<file path="src/rtl/mem_stage_lsu.sv">
// MEM-stage load/store unit: one data-memory req/ack transaction per load/store,
// with lane placement, load extension, pipeline stall and fault reporting.
module mem_stage_lsu #(
  parameter int unsigned TIMEOUT_CYCLES = 255
) (
  input  logic        clk,
  input  logic        reset,
  input  logic        ValidM,
  input  logic        FlushM,
  input  logic        MemReadM,
  input  logic        MemWriteM,
  input  logic [2:0]  Funct3M,
  input  logic [31:0] ALUResultM,
  input  logic [31:0] WriteDataM,
  input  logic        RegWriteM,
  output logic        dmem_req,
  output logic        dmem_we,
  output logic [31:0] dmem_addr,
  output logic [3:0]  dmem_be,
  output logic [31:0] dmem_wdata,
  input  logic        dmem_ack,
  input  logic [31:0] dmem_rdata,
  output logic [31:0] ReadDataM,
  output logic        RegWriteMG,
  output logic        StallM,
  output logic        FaultM
);

  localparam logic [7:0] TimeoutCnt = 8'(TIMEOUT_CYCLES);

  typedef enum logic [1:0] {StIdle, StReq, StDone} state_e;

  state_e      state_q, state_d;
  logic [7:0]  cnt_q, cnt_d;
  logic        we_q;
  logic [31:0] addr_q, wdata_q, rdata_q, rdata_d;
  logic [3:0]  be_q;
  logic [2:0]  funct3_q;
  logic [1:0]  off_q;
  logic        flush_q, flush_d, fault_q, fault_d;

  logic        acc, illegal, misaligned, latch_en, timeout;
  logic        stall, fault, rwg;
  logic [3:0]  be_new;
  logic [31:0] wdata_new, load_ext;
  logic [7:0]  byte_sel;
  logic [15:0] half_sel;

  assign acc = ValidM & (MemReadM | MemWriteM) & ~FlushM;

  always_comb begin
    if (MemWriteM) illegal = Funct3M[2] | (&Funct3M[1:0]);
    else           illegal = (Funct3M == 3'b011) | (&Funct3M[2:1]);
    misaligned = ((Funct3M[1:0] == 2'b01) & ALUResultM[0]) |
                 ((Funct3M[1:0] == 2'b10) & (|ALUResultM[1:0]));
  end

  always_comb begin
    be_new    = 4'b1111;
    wdata_new = WriteDataM;
    unique case (Funct3M[1:0])
      2'b00: begin
        be_new    = 4'b0001 << ALUResultM[1:0];
        wdata_new = {4{WriteDataM[7:0]}};
      end
      2'b01: begin
        be_new    = ALUResultM[1] ? 4'b1100 : 4'b0011;
        wdata_new = {2{WriteDataM[15:0]}};
      end
      default: ;
    endcase
  end

  // Extraction uses the latched offset/size so it matches the issued request.
  always_comb begin
    byte_sel = dmem_rdata[{off_q, 3'b000} +: 8];
    half_sel = off_q[1] ? dmem_rdata[31:16] : dmem_rdata[15:0];
    unique case (funct3_q)
      3'b000:  load_ext = {{24{byte_sel[7]}}, byte_sel};
      3'b001:  load_ext = {{16{half_sel[15]}}, half_sel};
      3'b100:  load_ext = {24'h0, byte_sel};
      3'b101:  load_ext = {16'h0, half_sel};
      default: load_ext = dmem_rdata;
    endcase
  end

  assign timeout = (state_q == StReq) && (cnt_q == TimeoutCnt);

  always_comb begin
    state_d  = state_q;
    cnt_d    = cnt_q;
    rdata_d  = rdata_q;
    flush_d  = flush_q;
    fault_d  = fault_q;
    latch_en = 1'b0;
    stall    = 1'b0;
    fault    = 1'b0;
    rwg      = 1'b0;
    unique case (state_q)
      StIdle: begin
        if (acc && (illegal || misaligned)) begin
          fault = 1'b1;
        end else if (acc) begin
          stall    = 1'b1;
          latch_en = 1'b1;
          cnt_d    = 8'd0;
          flush_d  = 1'b0;
          fault_d  = 1'b0;
          state_d  = StReq;
        end else begin
          rwg = RegWriteM & ~FlushM;
        end
      end
      StReq: begin
        stall   = 1'b1;
        flush_d = flush_q | FlushM;
        if (timeout) begin
          fault   = 1'b1;
          fault_d = 1'b1;
          rdata_d = 32'h0;
          state_d = StDone;
        end else if (dmem_ack) begin
          // A flushed access still completes on the bus, but its data is dropped.
          if (!(flush_q | FlushM)) rdata_d = load_ext;
          state_d = StDone;
        end else begin
          cnt_d = cnt_q + 8'd1;
        end
      end
      StDone: begin
        rwg     = RegWriteM & ~fault_q & ~flush_q & ~FlushM;
        flush_d = 1'b0;
        state_d = StIdle;
      end
      default: state_d = StIdle;
    endcase
  end

  always_ff @(posedge clk or negedge reset) begin
    if (!reset) begin
      state_q  <= StIdle;
      cnt_q    <= 8'd0;
      we_q     <= 1'b0;
      addr_q   <= 32'h0;
      be_q     <= 4'h0;
      wdata_q  <= 32'h0;
      funct3_q <= 3'b000;
      off_q    <= 2'b00;
      flush_q  <= 1'b0;
      fault_q  <= 1'b0;
      rdata_q  <= 32'h0;
    end else begin
      state_q <= state_d;
      cnt_q   <= cnt_d;
      flush_q <= flush_d;
      fault_q <= fault_d;
      rdata_q <= rdata_d;
      if (latch_en) begin
        we_q     <= MemWriteM;
        addr_q   <= {ALUResultM[31:2], 2'b00};
        be_q     <= be_new;
        wdata_q  <= wdata_new;
        funct3_q <= Funct3M;
        off_q    <= ALUResultM[1:0];
      end
    end
  end

  assign dmem_req   = (state_q == StReq) & ~timeout;
  assign dmem_we    = we_q;
  assign dmem_addr  = addr_q;
  assign dmem_be    = be_q;
  assign dmem_wdata = wdata_q;
  assign ReadDataM  = rdata_q;
  // Held at zero while reset is asserted, whatever the pipeline drives.
  assign StallM     = stall & reset;
  assign FaultM     = fault & reset;
  assign RegWriteMG = rwg & reset;

endmodule

</file>
<file path="config.mk">
export PLATFORM = sky130hd
export DESIGN_NAME = mem_stage_lsu
export DESIGN_NICKNAME = d
export VERILOG_FILES = /design/src/rtl/mem_stage_lsu.sv
export SDC_FILE = /design/constraint.sdc
export NUM_CORES = 1
export LEC_CHECK = 0
export CAP_MARGIN = 20
export CORE_AREA = 2 2 113 115
export CTS_CLUSTER_DIAMETER = 50
export DETAILED_ROUTE_END_ITERATION = 8
export DIE_AREA = 0 0 115 117
export GPL_TIMING_DRIVEN = 0
export PLACE_DENSITY = 0.84
export SLEW_MARGIN = 30
export SYNTH_ARGS = -nofsm -noshare
export SYNTH_HDL_FRONTEND = slang
export SYNTH_SLANG_ARGS = --single-unit
</file>
<file path="constraint.sdc">
create_clock -name clk -period 3.25 [get_ports clk]
set_input_delay 0.4875 -clock clk [delete_from_list [all_inputs] [get_ports clk]]
set_output_delay 0.4875 -clock clk [all_outputs]
set_load 0.1 [all_outputs]
</file>
==> metrics.cfg, run 1 <==
[finish]
antenna_cells=0
fin_nets=821
stdcell_count=876
drive_above_1_share=0.109
synthToLayoutAreaGrowth_pct=52.8

[run_status]
violations=hold timing
status=complete, but fails checks

[power]
p_seq_frac=0.251
power_frac_clock=0.203
cellLeakagePower_uw=0.00371
power_frac_comb=0.546
p_sw_uw=4470
sw_frac_of_total=0.526
pwr_density_cell_mw_per_mm2=1020
irDropWorstVdd_mv=0.669
power.internal_uw=4030

[routing]
drtIter0Drc=309
route.antenna.remaining_nets=0
route.vias.total=4862
viasPerCell=5.55
drc=0
wire_per_inst_um=19.3
first_pass_iters=5
drt-total-wl_um=16900

[sta]
setup_viol=0
rsz0062_at_grt=no
relSlewSlack=0.321
fmax_ghz=0.323
finClkSkew_ns=0.00361
worst_pin_slew_ns=1.01
fin_crit_ns=3.09
final_max_slew_viol_count=0
period_share=0.951
final-hold-violation-count=4
hold_slack_ns=-0.0173

[synth]
synthDistinctLibCells=46
synthMuxAreaShare=0.156
synth_top_family_by_area=compound AO/OA/AOI/OAI gates
synthXorXnorAreaFrac=0.00323
ys_ff_latch=116
ys_warn_count=0
synth_compound_area_frac=0.172
avgSynthCellArea_um2=11.2
synth_edf_count=0
netlist_area_mm2=0.00543
synth_fa_ha_area_frac=0.00230
yosysSeqAreaShare=0.535
synthArstFlopShare=1.00
yosys.area_share.simple=0.0885
ys.flop_type=dfrtp_1
netlist_instances=483

[clock_network]
htreeDepth=4
clockRootBuffer=clkbuf_16
cts_setup_buffers=0
numClockSinks=116
clockBufferDepth=2
clk_pin_slew_ns=0.05
clock_latency_ns=0.41
cts_tree=done
cts_made_buffers=17

[setup_path]
critPathLaunchType=flop
cpPeakStageDelay_ns=1.16
cp_slowest_cell=clkdlybuf4s50_1
critPathMaxFanout=7
endpoint_kind=output port
critical_path_class=flop to output port
cp_data_required_time_ns=2.76
crit_arrival_ns=2.60
crit_chain=ha_1 > nand3_1 > nor2_2 > nor2b_1 > clkdlybuf4s50_1

[job]
maxCapViolations=0

[floorplan]
initial_core_util=0.441
die_h_um=117
core-area_mm2=0.0123
die_x_um=115
pin_count=212
rows=41
die_area_mm2=0.0135

[grt]
grt.overflow.total=0
grt_pass1_vias=5011
grt_pass1_wl_um=26000
grt_max_degree=63
antenna_found_initial=0
track_usage=0.254

[place]
dp_cells=844
hpwl_um=12300
place_congestion=0.871
port_buffers=209

[worst_hold_path]
hp-class=input pin to async pin

[layer usage]
layer	vias up	part of all wire	GRT usage
met5	-	0	0
met4	0	0.021	0.0956
met3	34	0.10	0.102
met2	260	0.50	0.439
met1	2367	0.38	0.283
li1	2201	-	-
[synthesized netlist by cell type, types with 9 or more instances]
master    number  share of area
a21o_1        23          0.032
a21oi_1       18          0.017
a22o_1        19          0.031
buf_2          9         0.0083
buf_4         10          0.014
clkbuf_1      10         0.0069
dfrtp_1      116           0.53
inv_1         19          0.013
mux2_1        42          0.087
mux2_2         9          0.019
mux2i_1       25          0.046
nand2_1       43          0.030
nor2_1        22          0.015
o21ai_0       25          0.023
o21ai_1       17          0.016
[what timing repair did]
| item | in CTS | in global routing |
|---|---|---|
| hold buffers | 0 | 0 |
| gates resized for setup | 5 | 1 |
| endpoints found under the setup margin | 3 | 1 |
[cell type report]
| type | instances | area, µm² |
|---|---|---|
| Timing Repair Buffer | 210 | 2110 |
| Buffer | 30 | 161 |
| Tap cell | 150 | 188 |
| Multi-Input combinational cell | 319 | 2310 |
| Clock buffer | 19 | 443 |
| Fill cell | 909 | 4010 |
| Sequential cell | 116 | 2900 |
| Inverter | 19 | 71.3 |
| Clock inverter | 13 | 111 |
[sequential cells by signal, summed over array words and instances (netlist names)]
register	cells
funct3_q	3
dmem_we	1
off_q	2
flush_q	1
fault_q	1
dmem_be	4
dmem_addr	30
state_q	2
dmem_wdata	32
cnt_q	8
ReadDataM	32
[cell usage in the layout, fill, tap and decap left out, types with 2 or more instances in the layout]
master	n
clkdlybuf4s50_1	203
dfrtp_1	116
nand2_1	43
mux2_1	42
o21ai_0	25
mux2i_1	25
a21o_1	23
nor2_1	21
a22o_1	19
inv_1	19
a21oi_1	18
o21ai_1	17
clkbuf_16	17
buf_2	11
clkbuf_1	11
buf_4	10
mux2_2	9
nor2b_1	7
a221oi_1	7
o22ai_1	7
o32ai_1	7
clkinvlp_4	7
nand3_1	6
o21a_1	4
clkinv_2	4
nor3_1	3
nand2b_1	3
nand4_1	2
nor2_2	2
nor4_2	2
and2_1	2
o211ai_2	2
nor3b_2	2
o31ai_1	2
or4_1	2
or2_2	2
xor2_1	2
or3_1	2
conb_1	2
[worst paths after layout]
kind | from | to | slack (ns) | cells after the start
max in group asynchronous | reset | dmem_wdata[23] | 2.61 | 2
max reg2reg | cnt_q[0] | ReadDataM[12] | 1.34 | 6
min in group clk | ReadDataM[10] | ReadDataM[10] | 0.48 | 1
min reg2reg | ReadDataM[10] | ReadDataM[10] | 0.48 | 1
min | reset | ReadDataM[0] | -0.02 | 1
max | cnt_q[0] | dmem_req | 0.16 | 5
[power by group through the flow]
stage          sequential [µW]  clock, µW  combinational (µW)
4_1_cts                   2120       1760                4650
5_1_grt                   2170       1830                4790
3_5_place_dp              2140          0                4640
6_report                  2130       1730                4640
2_1_floorplan             4900          0                 654
3_3_place_gp              2120          0                4590
[worst max-delay path: cells and delay by family, from the launching register on]
kind	cells	cell delay, ns
buffers and inverters	1	1.16
flip-flops	1	0.40
AND/OR/NAND/NOR	3	0.40
adder cells (fa/ha/maj)	1	0.23
[kinds of logic (layout without fill, tap and decap cells)]
logic type | after synthesis | count (layout)
other | 1 | 2
AOI/OAI and AO/OA | 136 | 136
xor gates and xnor gates | 2 | 2
and+or+nand+nor | 101 | 101
buffers and inverters | 49 | 291
DFF | 116 | 116
adders and majority gates | 1 | 1
muxes | 77 | 77
[per-stage QoR]
| stage | utilization | setup TNS, ns | cell area, µm² | power, µW | worst slack, ns |
|---|---|---|---|---|---|
| after floorplan | - | 0 | 5440 | 5550 | 0.275 |
| after detailed placement | 0.629 | -0.829 | 7740 | 6780 | -0.467 |
| final | 0.674 | 0 | 8300 | 8500 | 0.158 |
| after CTS | 0.674 | 0 | 8290 | 8530 | 0.100 |
| after global placement | 0.627 | -324.14 | 7720 | 6700 | -3.71 |
| after global routing | 0.674 | 0 | 8300 | 8790 | 0.0337 |
(Power assumes the default switching activity.)
==> inputs of run 2 (changes only) <==
Settings changed: ABC_CLOCK_PERIOD_IN_PS set to 3250, GPL_TIMING_DRIVEN 0 to not set.
==> metrics.cfg, run 2 (synthesized netlist as in run 1, its figures left out) <==
[finish]
final_common_cell=clkdlybuf4s50_1
final_cell_mix=clkdlybuf4s50_1, dfrtp_1, nand2_1
fin_nets=801  ; -2.4%
synthToLayoutAreaGrowth_pct=51.0
seqCellArea_mm2=0.00290  ; about the same
antenna_cells=0  ; unchanged
drive_above_1_share=0.125  ; +0.0160
filler_cell_count=934  ; +2.8%
multi_input_area_mm2=0.00231  ; +0.38%

[power]
irDropWorstVdd_mv=0.767  ; +15%
power_frac_clock=0.205  ; +0.002
sw_frac_of_total=0.523  ; -0.00330
p_sw_uw=4420  ; -1.1%
p_seq_frac=0.256  ; +0.005
power_uw=8460  ; -0.47%
power.internal_uw=4040  ; +0.22%
cellLeakagePower_uw=0.00372  ; +0.25%
pwr_density_cell_mw_per_mm2=1030  ; +0.73%
power_frac_comb=0.539  ; -0.007

[floorplan]
rows=41  ; unchanged
pin_count=212  ; unchanged
die_h_um=117  ; unchanged
core-area_mm2=0.0123  ; unchanged
die_area_mm2=0.0135  ; unchanged
initial_core_util=0.441  ; unchanged
die_x_um=115  ; unchanged

[setup_path]
critPathLaunchType=input pin
endpoint_kind=output port
r2r-start=state_q[1]
critPathMaxFanout=4  ; -3
cp.buffers_inverters=2  ; +1
reg2regPathDepth=4  ; -2
crit_arrival_ns=2.14  ; -0.46 ns
cpPeakStageDelay_ns=0.57  ; -0.59 ns
cp_data_required_time_ns=2.76  ; about the same
crit_chain=clkdlybuf4s50_1 > a221oi_2 > nor2_1 > nor3_1 > o21a_1 > buf_12
crit_family=buffers and inverters
cp_slowest_cell=clkdlybuf4s50_1
r2r_end=ReadDataM[31]
cp.depth=6  ; +1
critical_path_class=input pin to output port
r2r_slack_ns=1.23  ; -0.11 ns

[sta]
rsz0062_at_grt=no
worst_pin_slew_ns=1.01  ; -0.00273 ns
finClkSkew_ns=0.00887  ; +0.00526 ns
final_max_slew_viol_count=0  ; unchanged
fmax_ghz=0.380  ; +17%
finalSetupTns_ns=0  ; unchanged
fin_crit_ns=2.63  ; -0.460 ns
relSlewSlack=0.323  ; +0.00183
finalWorstSetupSlack_ns=0.618  ; +0.460 ns
setup_viol=0  ; unchanged
period_share=0.810  ; -0.142
final-hold-violation-count=0  ; -4

[clock_network]
cts_setup_buffers=0  ; unchanged
clockBufferDepth=2  ; unchanged
htreeDepth=4  ; unchanged
cts_tree=done
numClockSinks=116  ; unchanged
cts_made_buffers=17  ; unchanged
clockRootBuffer=clkbuf_16
clock_latency_ns=0.41  ; about the same
clk_pin_slew_ns=0.05  ; about the same

[routing]
viasPerCell=5.46  ; -1.7%
drc=0  ; unchanged
first_pass_iters=4  ; -1
route.vias.total=4667  ; -4.0%
route.antenna.remaining_nets=0  ; unchanged
wire_per_inst_um=18.6  ; -3.6%
drtIter0Drc=431  ; +39%
drt-total-wl_um=15900  ; -5.9%

[place]
place_congestion=0.902  ; +3.5%
hpwl_um=11500  ; -6.6%
dp_slack_ns=0.612  ; +1.08 ns
port_buffers=209  ; unchanged

[worst_hold_path]
whs_path_depth=2
hp-class=flop to flop
whs_endpoint=dmem_wdata[13]
min_from=dmem_wdata[13]

[grt]
grt_pass1_wl_um=24200  ; -7.0%
track_usage=0.236  ; -0.0179
grt_pass1_vias=4831  ; -3.6%
grt_max_degree=94  ; +49%
grt.overflow.total=0  ; unchanged
antenna_found_initial=0  ; unchanged

[job]
maxCapViolations=0  ; unchanged

[run_status]
status=complete, no violations

-- run 2: changes by cell type in the layout (fill, tap and decap cells not counted), sizes merged, moves of 2 or more --
cell           change
clkdlybuf4s50     -18
buf               +10
clkbuf             -7
clkinvlp           -6
clkdlybuf4s15      -2
clkinv             +2
-- run 2: what timing repair did --
item	4_1_cts	5_1_grt
gates resized for setup	0	0
hold buffers	1	0
hold endpoints to repair	15	0
-- run 2: worst max-delay path by stage --
stage | slack, ns | to | start
finish | 0.62 | StallM | MemWriteM
global route | 0.48 | FaultM | cnt_q[0]
CTS | 0.61 | StallM | MemWriteM
detailed placement | 0.61 | StallM | MemWriteM
global placement | 0.57 | StallM | MemWriteM
floorplan | 0.27 | RegWriteMG | MemWriteM
-- run 2: layer usage --
metal	vias to the layer above	share of wire	wire length (µm)	track usage
met3	35	0.10	1630	0.0999
met1	2250	0.38	6110	0.259
met5	-	0	0	0
met4	0	0.028	443	0.111
li1	2157	-	-	-
met2	225	0.49	7720	0.397
-- run 2: power by group through the flow --
stage          Clock (µW)  Combinational [µW]  Sequential, µW
2_1_floorplan           0                 654            4900
3_3_place_gp            0                4510            2150
3_5_place_dp            0                4560            2180
4_1_cts              1760                4580            2170
5_1_grt              1830                4700            2220
6_report             1730                4560            2170
-- run 2: per-stage QoR --
step,area [µm²],util,instances,hold slack (ns)
finish,8200,0.666,855,0.486
global route,8200,0.666,855,0.497
CTS,8200,0.666,855,0.486
detailed placement,7630,0.620,823,0.370
global placement,7630,0.620,823,0.358
floorplan,5440,-,484,0.192
-- run 2: final cells by class --
cell class,count,area share
Clock buffer,22,0.0578
Clock inverter,9,0.00977
Inverter,19,0.00870
Multi-Input combinational cell,319,0.282
Sequential cell,116,0.354
Tap cell,150,0.0229
Timing Repair Buffer,220,0.264
-- run 2: worst reg2reg max path: stages, from the launching register on --
cell      delay [ns]
dfrtp_1         0.46
nor2b_1         0.52
o211ai_2        0.26
a21oi_4         0.47
a22o_1          0.24
==> inputs of run 3 (changes only) <==
Settings changed: ABC_CLOCK_PERIOD_IN_PS 3250 to 2600, CORE_AREA 2 2 113 115 to 2 2 115 117, DIE_AREA 0 0 115 117 to 0 0 117 119, PLACE_DENSITY 0.84 to 0.82.
Clock period 3.25 ns to 2.6 ns, I/O delays scaled along.
==> metrics.cfg, run 3 (synthesized netlist as in run 1, its figures left out) <==
[finish]
final_cell_mix=dfrtp_1, buf_4, clkdlybuf4s50_1
antenna_cells=0  ; unchanged
multi_input_area_mm2=0.00233  ; +0.54%
final_common_cell=dfrtp_1
fin_nets=806  ; +0.62%
synthToLayoutAreaGrowth_pct=50.7
stdcell_count=886  ; +3.6%
filler_cell_count=1042  ; +12%
drive_above_1_share=0.241  ; +0.116
finalInstanceArea_mm2=0.00818  ; -0.23%
seqCellArea_mm2=0.00290  ; about the same

[clock_network]
htreeDepth=4  ; unchanged
numClockSinks=116  ; unchanged
cts_made_buffers=17  ; unchanged
clk_pin_slew_ns=0.05  ; about the same
clock_latency_ns=0.41  ; about the same
clockBufferDepth=2  ; unchanged
cts_tree=done
cts_setup_buffers=0  ; unchanged
clockRootBuffer=clkbuf_16

[setup_path]
crit_arrival_ns=2.02  ; -0.12 ns
r2r-start=state_q[1]
endpoint_kind=output port
timing.critical_path.from=state_q[1]
critical_path_class=flop to output port
critPathLaunchType=flop
cp_data_required_time_ns=2.21  ; -0.55 ns
critPathMaxFanout=8  ; +4
r2r_slack_ns=0.60  ; -0.63 ns

[power]
power_uw=10700  ; +26%
pwr_density_cell_mw_per_mm2=1310  ; +27%
irDropWorstVdd_mv=0.958  ; +25%
cellLeakagePower_uw=0.00388  ; +4.3%

[routing]
top_layer_used=met4
route.antenna.remaining_nets=0  ; unchanged
first_pass_iters=5  ; +1
routed-wl-met3_um=1100  ; -33%
wire_per_inst_um=17.2  ; -7.6%
route.vias.total=4621  ; -0.99%
wl_met2_um=7760  ; +0.57%
viasPerCell=5.22  ; -4.5%
m1WireLength_um=6100  ; -0.20%
drtIter0Drc=270  ; -37%
drt-total-wl_um=15200  ; -4.3%
drc=0  ; unchanged

[sta]
finalSetupTns_ns=0  ; unchanged
finClkSkew_ns=0.00561  ; -0.00326 ns
final-hold-violation-count=0  ; unchanged
setup_viol=0  ; unchanged
period_share=0.928
worst_pin_slew_ns=0.940  ; -0.0720 ns
rsz0062_at_grt=no
fmax_ghz=0.414
final_max_slew_viol_count=0  ; unchanged
fin_crit_ns=2.41
relSlewSlack=0.371  ; +0.0478

[floorplan]
die_x_um=117  ; +1.7%
die_h_um=119  ; +1.7%
core-area_mm2=0.0129  ; +4.6%
rows=42  ; +2.4%
initial_core_util=0.422  ; -0.0193
die_area_mm2=0.0139  ; +3.5%
pin_count=212  ; unchanged

[grt]
grt_pass1_wl_um=23900  ; -1.3%
grt_max_degree=52  ; -45%
grt_pass1_vias=4782  ; -1.0%
track_usage=0.222  ; -0.0140
antenna_found_initial=0  ; unchanged
grt.overflow.total=0  ; unchanged

[worst_hold_path]
hp-class=input pin to async pin

[place]
hpwl_um=11200  ; -2.3%
dp_cells=854  ; +3.8%
postPlaceCellArea_mm2=0.00755  ; -1.1%
port_buffers=209  ; unchanged
place_congestion=0.902  ; about the same

[run_status]
status=complete, no violations

[job]
maxCapViolations=0  ; unchanged

## run 3: cell types whose count changed in the layout (fill, tap and decap cells not counted), sizes merged
cell,before,now
clkinvlp,1,3
clkinv,7,2
buf,34,119
clkdlybuf4s50,185,105
bufinv,1,4
## run 3: cell type report
class / count / share of cell area
clock buffer: 22 / 0.0567
clock inverter: 9 / 0.0187
inverter: 19 / 0.00872
multi-input combinational: 319 / 0.284
sequential: 116 / 0.355
tap: 176 / 0.0269
timing repair buffer: 225 / 0.250
## run 3: worst paths after layout
path | to | cells past startpoint
worst max-delay path | FaultM | 4
worst min-delay path | ReadDataM[1] | 2
worst max register to register | ReadDataM[31] | 4
worst min register to register | ReadDataM[11] | 1
max in group asynchronous | dmem_wdata[30] | 3
min in group clk | ReadDataM[11] | 1
## run 3: timing repair
item / in CTS / in global routing
gates resized for setup: 0 / 1
hold endpoints to repair: 18 / 0
endpoints found under the setup margin: 0 / 1
hold buffers: 1 / 0
## run 3: power by group
| group | switching [µW] | total [µW] | internal (µW) |
|---|---|---|---|
| combinational | 4350 | 5580 | 1230 |
| sequential | 354 | 2680 | 2320 |
| clock | 793 | 2440 | 1640 |
| total | 5500 | 10700 | 5200 |
## run 3: worst max-delay path, cell delays in order, from the launching register on
cell and delay (ns):
dfrtp_1 0.46, nor2b_1 0.55, a22oi_1 0.22, nor2b_2 0.20, buf_12 0.19
## run 3: routing by layer
metal / track usage / vias up
li1: - / 2169
met1: 0.260 / 2243
met2: 0.378 / 190
met3: 0.0682 / 19
met4: 0.0831 / 0
met5: 0 / -
## run 3: through the flow
stage / utilization / setup WS [ns] / hold WS [ns]
CTS: 0.635 / 0.126 / 0.404
detailed placement: 0.586 / 0.224 / 0.287
floorplan: - / -0.180 / 0.0944
global placement: 0.586 / 0.231 / 0.286
global route: 0.635 / 0.0513 / 0.431
finish: 0.635 / 0.187 / 0.420
